**src/rtl/interval_pkg.sv**
```systemverilog
// Shared types and constants for the interval sequencer: FSM state encoding,
// default slot count / duration width, and the end-of-program marker.
package interval_pkg;

    typedef enum logic [2:0] {
        IDLE   = 3'd0,
        LOAD   = 3'd1,
        RUN    = 3'd2,
        PAUSE  = 3'd3,
        NEXT   = 3'd4,
        FINISH = 3'd5
    } state_t;

    localparam int DEF_NUM_SLOTS = 4;
    localparam int DEF_TIME_W    = 6;
    localparam int END_MARK      = 0;

endpackage

```
**src/rtl/edge_pulse.sv**
```systemverilog
// One-bit rising-edge detector: pulse is high for the cycle in which level is
// high and was low on the previous clock edge.
module edge_pulse (
    input  logic clk,
    input  logic srst,
    input  logic level,
    output logic pulse
);

    logic level_q_reg;

    always_ff @(posedge clk) begin
        if (srst) begin
            level_q_reg <= 1'b0;
        end else begin
            level_q_reg <= level;
        end
    end

    assign pulse = level & ~level_q_reg;

endmodule

```
**src/rtl/interval_sequencer.sv**
```systemverilog
// Steps countdown_timer through a programmed list of interval durations.
// Optional build macro INTERVAL_LOOP_EN: repeat the program forever and count laps.
module interval_sequencer
    import interval_pkg::*;
#(
    parameter int NUM_SLOTS = DEF_NUM_SLOTS,
    parameter int TIME_W    = DEF_TIME_W,
    localparam int IDX_W    = $clog2(NUM_SLOTS)
) (
    input  logic              clk,
    input  logic              reset,
    input  logic              start,
    input  logic              pause,
    input  logic              prog_we,
    input  logic [IDX_W-1:0]  prog_addr,
    input  logic [TIME_W-1:0] prog_data,
    input  logic              timer_done,
    output logic              load,
    output logic              run,
    output logic [TIME_W-1:0] sw_time,
    output logic [IDX_W-1:0]  seg_idx,
    output logic              busy,
    output logic              all_done
`ifdef INTERVAL_LOOP_EN
    ,
    output logic [7:0]        loop_count
`endif
);

    localparam logic [IDX_W-1:0] LAST_IDX = IDX_W'(NUM_SLOTS - 1);

    state_t            state_reg, state_next;
    logic [IDX_W-1:0]  seg_idx_reg, seg_idx_next;
    logic [TIME_W-1:0] slot_reg [NUM_SLOTS];
    logic [NUM_SLOTS-1:0] slot_valid;
    logic              start_p, pause_p;
    logic              seg_last;
`ifdef INTERVAL_LOOP_EN
    logic              wrap_next;
    logic [7:0]        loop_count_reg;
`endif

    edge_pulse u_start_edge (.clk(clk), .srst(reset), .level(start), .pulse(start_p));
    edge_pulse u_pause_edge (.clk(clk), .srst(reset), .level(pause), .pulse(pause_p));

    // A slot holding the end marker terminates the program.
    genvar gi;
    generate
        for (gi = 0; gi < NUM_SLOTS; gi++) begin : g_slot_valid
            assign slot_valid[gi] = (slot_reg[gi] != TIME_W'(END_MARK));
        end
    endgenerate

    assign seg_last = (seg_idx_reg == LAST_IDX) || !slot_valid[seg_idx_reg + 1'b1];

    always_ff @(posedge clk) begin
        if (reset) begin
            state_reg   <= IDLE;
            seg_idx_reg <= '0;
            for (int i = 0; i < NUM_SLOTS; i++) begin
                slot_reg[i] <= '0;
            end
`ifdef INTERVAL_LOOP_EN
            loop_count_reg <= 8'd0;
`endif
        end else begin
            state_reg   <= state_next;
            seg_idx_reg <= seg_idx_next;
            if (state_reg == IDLE && prog_we && int'(prog_addr) < NUM_SLOTS) begin
                slot_reg[prog_addr] <= prog_data;
            end
`ifdef INTERVAL_LOOP_EN
            if (wrap_next && loop_count_reg != 8'hFF) begin
                loop_count_reg <= loop_count_reg + 8'd1;
            end
`endif
        end
    end

    always_comb begin
        state_next   = state_reg;
        seg_idx_next = seg_idx_reg;
`ifdef INTERVAL_LOOP_EN
        wrap_next    = 1'b0;
`endif
        case (state_reg)
            IDLE: begin
                if (start_p && slot_valid[0]) begin
                    state_next   = LOAD;
                    seg_idx_next = '0;
                end
            end
            LOAD:  state_next = RUN;
            RUN: begin
                // timer_done takes priority over a simultaneous pause press
                if (timer_done) begin
                    state_next = NEXT;
                end else if (pause_p) begin
                    state_next = PAUSE;
                end
            end
            PAUSE: begin
                if (pause_p) begin
                    state_next = RUN;
                end
            end
            NEXT: begin
                if (!seg_last) begin
                    state_next   = LOAD;
                    seg_idx_next = seg_idx_reg + 1'b1;
                end else begin
`ifdef INTERVAL_LOOP_EN
                    state_next   = LOAD;
                    seg_idx_next = '0;
                    wrap_next    = 1'b1;
`else
                    state_next   = FINISH;
`endif
                end
            end
            FINISH: begin
                if (start_p) begin
                    state_next   = LOAD;
                    seg_idx_next = '0;
                end
            end
            default: state_next = IDLE;
        endcase
    end

    assign load     = (state_reg == LOAD);
    assign run      = (state_reg == RUN);
    assign busy     = (state_reg == LOAD) || (state_reg == RUN) ||
                      (state_reg == PAUSE) || (state_reg == NEXT);
    assign all_done = (state_reg == FINISH);
    assign seg_idx  = seg_idx_reg;
    assign sw_time  = load ? slot_reg[seg_idx_reg] : '0;
`ifdef INTERVAL_LOOP_EN
    assign loop_count = loop_count_reg;
`endif

endmodule

```
**config.mk**
```make
export PLATFORM = sky130hd
export DESIGN_NAME = interval_sequencer
export DESIGN_NICKNAME = d
export VERILOG_FILES = /design/src/rtl/interval_pkg.sv /design/src/rtl/edge_pulse.sv /design/src/rtl/interval_sequencer.sv
export SDC_FILE = /design/constraint.sdc
export NUM_CORES = 1
export LEC_CHECK = 0
export CAP_MARGIN = 20
export CORE_ASPECT_RATIO = 0.7
export CORE_MARGIN = 5
export CORE_UTILIZATION = 53
export DETAILED_ROUTE_END_ITERATION = 7
export PLACE_DENSITY = 0.79
export SYNTH_ARGS = -nofsm -noshare
export SYNTH_HDL_FRONTEND = slang
export SYNTH_HIERARCHICAL = 1
export SYNTH_SLANG_ARGS = --single-unit
export TNS_END_PERCENT = 10
```
**constraint.sdc**
```tcl
create_clock -name clk -period 2.39 [get_ports clk]
set_clock_uncertainty 0.1 [all_clocks]
set_input_delay 0.3585 -clock clk [delete_from_list [all_inputs] [get_ports clk]]
set_output_delay 0.3585 -clock clk [all_outputs]
set_load 0.005 [all_outputs]
```
* Word level (Yosys, flattened, before mapping) *
Memories as Yosys holds them, arrays and structs flattened. A register that Yosys moved wholly into a read port is not among the register bits.
Index checks and enable logic that the tools add are counted.

word-level totals
  memories kept = 1
  memory bits (writable) = 24
  output and inout bits = 12
  input bits = 14
  logic and storage cells = 62
  register bits after elaboration = 7

memories
  name      depth  width  read ports  clocked after memory_dff  wr ports  RTL line                  RTL
  slot_reg  4      6      5           1                         4         interval_sequencer.sv:34  logic [TIME_W-1:0] slot_reg [NUM_SLOTS];

cells by class
  muxes and demuxes = 24
  bitwise operators = 4
  reductions and logical operators = 16
  eq/ne operators = 11
  add/sub/neg operators = 1
  $lt $le $gt $ge = 1

operators by type and width
  cell                                                   number
  nonzero test 6 bit                                     4
  2-to-1 mux 3 bit                                       6
  case mux 3 bit (6 select lines)                        1
  2-to-1 mux 2 bit                                       6
  2-to-1 mux 6 bit                                       2
  AND reduction 4 bit                                    2
  2-to-1 mux 1 bit                                       7
  equality test 3 x 2 -> 1 bit, second input constant    2
  equality test 3 bit, second input constant             2
  case mux 2 bit (3 select lines)                        1
  OR reduction 6 bit                                     1
  logical OR 1 bit                                       4
  inequality test 2 x 1 -> 1 bit, second input constant  2
  inequality test 2 bit, second input constant           2
  equality test 3 x 1 -> 1 bit, second input constant    1
  logical NOT 3 bit                                      1
  < comparator 2 x 3 -> 1 bit, second input constant     1
  inequality test 3 x 2 -> 1 bit, second input constant  1
  nonzero test 3 bit                                     1
  adder 2 x 1 -> 2 bit, second input constant            1
  bitwise AND 1 bit                                      2
  binary-select mux 1 bit (select 2 bit)                 1
  equality test 2 bit, second input constant             1
  logical AND 1 bit                                      2
  2 further kinds                                        3

* Logic depth before layout (Yosys ltp) *
Gate-level depths: netlist (run 1).

  depth in word-level cells = 9
  depth in mapped cells = 6
  mapped depth without buffers = 6

* Cells and area by module *
The synthesis (run 1) kept the hierarchy.

modules (own cells, without submodules)
  module              sequential area each (um^2)  cells each  instances  area each (um^2)
  interval_sequencer  860.8                        135         1          1,622.8
  edge_pulse          20.0                         3           2          47.5

* Least setup slack after synthesis (run 1) *
No wires, ideal clock.

  path type = register to register
  start = reg seg_idx_reg[0] (netlist: seg_idx[0])
  end = reg (tool-made name)
  path slack = 0.571 ns
  path buffers = 0
  cell stages (with the launch flop) = 7
  data required time = 2.228 ns
  clock period less this slack = 1.819 ns
  library setup time = 0.062 ns
  data arrival time = 1.656 ns
  path through = dfxtp_1 -> ha_1 -> nor4b_1 -> a21oi_1 -> nand2_1 -> or3_2 -> nand3_1

RTL lines
  element                 RTL line                  RTL
  from (decl)             interval_sequencer.sv:33  logic [IDX_W-1:0] seg_idx_reg, seg_idx_next;
  from (signal assigned)  interval_sequencer.sv:68  seg_idx_reg <= seg_idx_next;

==> qor.yml, run 1 <==
async_flop_share_pct: 0
worstSetupPathType: "reg2out"
grt_pass1_wl_um: 5940
drt-initial-drc-count: 185
ys_warn_count: 6
pre_cts_slack_ns: 0.265
synth_top_area_share_pct: 42.0
met3WireLength_um: 313
die_h_um: 57.6
cp-end-kind: "output pin"
clock_path_buffers: 2
critPathRequiredTime_ns: 1.93
syn-cell-area_um2: 1720
rsz0062_at_grt: "no"
vdd_drop_max_v: 0.000355
synth_nets: 156
yosysTopAreaCell: "edfxtp_1"
critPathMaxStageDelay_ns: 0.53
place.gp.congestion: 0.821
hp-class: "reg2reg"
wl_met1_um: 1640
cts_buffers: 5
cts_max_level: 2
setup_slack_ns: 0.0732
core_um2: 3130
syn2layout_area_growth_pct: 25.4
wl_per_cell_um: 17.1
synth_area_per_cell_um2: 12.2
cts_setup_buffers: 0
regArea_um2: 903
max_freq_mhz: 432
dpl.hpwl_um: 2940
tritoncts: "yes"
p_per_area_nw_per_um2: 656
worst_path_max_delay_cell: "mux4_2"
worst-path-max-fanout: 6
ant_nets: 0
ys_ff_latch: 33
relSlewSlack_pct: 71.4
port_buffers: 25
rows: 17
post-route-period-util_pct: 96.9
clock_latency_ns: 0.28
met2_length_um: 1630
finalMaxSlewViolations: 0
synth.most_common_cell: "and2_1"
die_x_um: 78.0
hold_buffers: 0
crit_chain: "mux4_2 -> nor2b_1 -> clkdlybuf4s50_1"
grtUsageTotal_pct: 17.3
design.portCount: 26
cts.sinks: 33
ctsResizeCount: 2
synth-edff-count: 24
fillCellCount: 225
ys_seq_area_share_pct: 52.4
drive_gt1_share_pct: 19.4
antenna_found_initial: 0
setup-violations-final: 0
initial_core_util_pct: 54.9
p_leak_uw: 0.000805
worst_slew_pin_slew_ns: 0.428
status: "completed"
cp.arrival_ns: 1.86
grt-ovfl-total: 0
yosys-top-cells-area: "edfxtp_1 (42%), dfxtp_1 (10%), and2_1 (9.1%), mux4_2 (6.6%), nor2b_4 (3.2%)"
first_global_vias: 1189
yosys_most_used_dff: "edfxtp_1"
dr.pass1.iters: 4
clk_pin_slew_worst_paths_ns: 0.07
route.detailed.drc: 0
synthCells: 141
grt_max_degree: 14
multi_input_area_um2: 787
final_nets: 189
dieArea_um2: 4500
cap_violations: 0
start_kind: "flop"
ys_types: 37
period_needed_ns: 2.32
clockRootBuffer: "clkbuf_8"
num_vias: 1229
netlist_top_cells_count: "and2_1 (25), edfxtp_1 (24), dfxtp_1 (9), a21oi_1 (7), nor2b_1 (7)"
antenna_cells: 0
finalHoldViolCount: 0
top_layer: "met4"
viasPerCell: 5.77
totalWireLength_um: 3640
finalSetupTns_ns: 0
largest_reg_flops: 24
==> layout make-up <==
cell class / instances / area share (%)
well taps: 38 / 2.21
flip-flops and latches: 33 / 41.9
inverters: 5 / 0.871
clock buffers: 5 / 3.19
repair buffers: 30 / 13.4
multi-input cells: 99 / 36.5
clock inverters: 3 / 1.92
==> final timing paths <==
path	endpoint	slack, ns	depth (start not counted)	start
setup reg to reg	flop	0.30	6	seg_idx[0]
hold reg to reg	seg_idx[1]	0.47	2	seg_idx[1]
hold / removal	seg_idx[1]	0.47	2	seg_idx[1]
setup / recovery	sw_time[5]	0.07	3	flop
==> per-layer routing <==
metal	GRT usage, %	vias to the layer above
li1	-	588
met4	6.27	0
met3	5.75	9
met5	0	-
met2	25.6	65
met1	23.9	567
==> power breakdown <==
part | switching [uW] | total [uW] | internal (uW)
clock | 207 | 513 | 307
sequential | 38.0 | 692 | 654
combinational | 92.4 | 209 | 117
==> critical path: cells and delay by family (launching register included) <==
kind	cells	cell delay, ns
buffers and inverters	1	0.43
and+or+nand+nor	1	0.14
DFF	1	0.48
muxes	1	0.53
==> per-stage QoR <==
stage | std cells | total power (uW) | hold slack, ns | utilization [%] | instance area (um2)
after detailed placement | 205 | 908 | 0.451 | 65.1 | 2040
final | 213 | 1410 | 0.468 | 68.9 | 2150
after CTS | 213 | 1420 | 0.462 | 68.7 | 2150
after global placement | 205 | 899 | 0.450 | 65.1 | 2040
after global routing | 213 | 1470 | 0.513 | 68.9 | 2150
after floorplan | 141 | 803 | 0.323 | - | 1720
==> logic make-up (layout without fill, tap and decap cells) <==
logic type / count (synthesis) / count (layout) / synth area share [%]
and+or+nand+nor: 74 / 74 / 29.2
DFF: 33 / 33 / 52.4
AOI/OAI and AO/OA: 17 / 17 / 6.99
buffers and inverters: 9 / 43 / 2.04
muxes: 6 / 6 / 8.08
adders and majority gates: 1 / 1 / 0.728
xor gates and xnor gates: 1 / 1 / 0.510
==> placed cells by master, fill, tap and decap left out, types with 2 or more instances in the layout <==
| master | instances |
|---|---|
| edfxtp_1 | 24 |
| nand3b_1 | 2 |
| nor3_1 | 2 |
| or2_2 | 3 |
| clkdlybuf4s50_1 | 25 |
| and2_1 | 25 |
| clkbuf_8 | 5 |
| nor2b_1 | 7 |
| mux4_2 | 5 |
| dfxtp_2 | 2 |
| nor2_1 | 3 |
| inv_1 | 5 |
| nand2_1 | 4 |
| o21ai_0 | 3 |
| nor4b_1 | 3 |
| nand3_1 | 6 |
| buf_4 | 5 |
| nor4_1 | 3 |
| a21oi_1 | 7 |
| nor2b_4 | 4 |
| nor3b_1 | 4 |
| dfxtp_1 | 7 |
No activity file was read; power rests on OpenSTA's default activity.
==> run 2, diff against run 1 <==
Settings changed: CELL_PAD_IN_SITES_DETAIL_PLACEMENT set to 0, CELL_PAD_IN_SITES_GLOBAL_PLACEMENT set to 2, CORE_UTILIZATION 53 to 36, PLACE_DENSITY 0.79 to not set, PLACE_DENSITY_LB_ADDON set to 0.1.
==> qor.yml, run 2 (synthesized netlist as in run 1, its figures left out) <==
status: "completed"
setup_slack_ns: 0.0697  # -0.00353 ns
p_leak_uw: 0.000825  # +2.5%
ant_nets: 0  # unchanged
initial_core_util_pct: 36.5  # -18 points
period_needed_ns: 2.32  # +0.00353 ns
viasPerCell: 5.23  # -9.3%
antenna_found_initial: 0  # unchanged
dieArea_um2: 6280  # +40%
clockRootBuffer: "clkbuf_8"
totalPowerFinal_uw: 1430  # +0.82%
finalHoldViolCount: 0  # unchanged
grt-ovfl-total: 0  # unchanged
pre_cts_slack_ns: 0.193  # -0.0712 ns
final_nets: 192  # +1.6%
grt_pass1_wl_um: 6520  # +9.8%
cts_setup_buffers: 0  # unchanged
vdd_drop_max_v: 0.000259  # -27%
worst-path-max-fanout: 6  # unchanged
dpl.hpwl_um: 3190  # +8.2%
totalWireLength_um: 3940  # +8.1%
route.detailed.drc: 0  # unchanged
port_buffers: 25  # unchanged
fillCellCount: 424  # +88%
finalSetupTns_ns: 0  # unchanged
rows: 21  # +4
grt_max_degree: 12  # -2
grtUsageTotal_pct: 14.2  # -3.1 points
drive_gt1_share_pct: 20.8  # +1.4 points
met2_length_um: 1620  # -0.61%
setup-violations-final: 0  # unchanged
cap_violations: 0  # unchanged
hp-class: "reg2reg"
clock_path_buffers: 2  # unchanged
die_x_um: 92.6  # +19%
cts.sinks: 33  # unchanged
critPathRequiredTime_ns: 1.93  # about the same
place.gp.congestion: 0.828  # +0.83%
clock_latency_ns: 0.28  # about the same
hold_start: "seg_idx[1]"
drt-initial-drc-count: 46  # -75%
relSlewSlack_pct: 72.9  # +1.5 points
dr.pass1.iters: 4  # unchanged
rsz0062_at_grt: "yes"
max_freq_mhz: 431  # -0.15%
hold_buffers: 0  # unchanged
worst_slew_pin_slew_ns: 0.401  # -0.0270 ns
wl_met1_um: 2010  # +22%
hold_end: "seg_idx[1]"
tritoncts: "yes"
cp-end-kind: "output pin"
reg2reg_slack_ns: 0.45  # +0.15 ns
first_global_vias: 1252  # +5.3%
met3WireLength_um: 273  # -13%
start_kind: "flop"
wl_per_cell_um: 16.7  # -2.0%
reg2reg_from: "seg_idx[1]"
clk_pin_slew_worst_paths_ns: 0.07  # about the same
post-route-period-util_pct: 97.1  # +0.15 points
antenna_cells: 0  # unchanged
cp.arrival_ns: 1.86  # about the same
hold_ws_ns: 0.468  # +0.0000610 ns
multi_input_area_um2: 787  # unchanged
top_layer: "met4"
design.portCount: 26  # unchanged
ff2ff_path_depth: 6  # unchanged
worstSetupPathType: "reg2out"
finalMaxSlewViolations: 0  # unchanged
core_um2: 4700  # +50%
cts_buffers: 5  # unchanged
largest_reg_flops: 24  # unchanged
num_vias: 1230  # +0.081%
die_h_um: 67.8  # +18%
cts_max_level: 2  # unchanged
regArea_um2: 906  # +0.28%
syn2layout_area_growth_pct: 28.1
final_cell_mix: "and2_1 (25), clkdlybuf4s50_1 (25), edfxtp_1 (24), buf_4 (8)"
p_per_area_nw_per_um2: 648  # -1.3%
holdPathStages: 2  # unchanged
[run 2: cell count changes in the layout (fill, tap and decap cells not counted), sizes merged]
cell / delta
buf: +3
clkbuf: +1
clkinvlp: -1
[run 2: report_power, final]
group          total [uW]  leakage [uW]  internal (uW)  switching (uW)
logic                 226      0.000445            121             105
clock network         515     0.0000552            309             206
registers             685      0.000324            654            30.7
[run 2: timing repair]
item / 4_1_cts / 5_1_grt
hold endpoints to repair: 0 / 0
setup endpoints to repair: 7 / 4
resized for setup: 3 / 1
[run 2: metrics by stage]
step	cells	instance area, um2	utilization (%)
3_3_place_gp	227	2080	44.3
2_1_floorplan	141	1720	-
5_1_grt	235	2200	46.8
4_1_cts	235	2200	46.7
6_report	235	2200	46.8
3_5_place_dp	227	2080	44.3
[run 2: final cells by class]
type	count	share of cell area [%]
sequential	33	41.2
tap	57	3.24
inverter	5	0.853
timing repair buffer	33	14.1
multi-input combinational	99	35.8
clock buffer	6	3.30
clock inverter	2	1.59
[run 2: how the worst max path moves through the flow]
stage,cells after the start,endpoint
final,3,sw_time[2]
after global routing,3,sw_time[2]
after CTS,4,sw_time[3]
after detailed placement,4,sw_time[3]
after global placement,5,slot_reg[2][5]
after floorplan,6,flop
[run 2: worst max-delay path, stage by stage, from the launching register on]
cell and delay [ns]:
dfxtp_2 0.44, mux4_1 0.56, nor2b_1 0.14, clkdlybuf4s50_1 0.44
[run 2: layer usage]
| layer | global-route usage (%) | vias to the layer above |
|---|---|---|
| met3 | 5.35 | 4 |
| met4 | 4.44 | 0 |
| met2 | 21.0 | 37 |
| met5 | 0 | - |
| met1 | 19.3 | 592 |
| li1 | - | 597 |
==> run 3, diff against run 2 <==
Settings changed: SLEW_MARGIN set to 20.
==> results of run 3 <==
No change in the layout: final DEF, timing and power equal those of run 2.
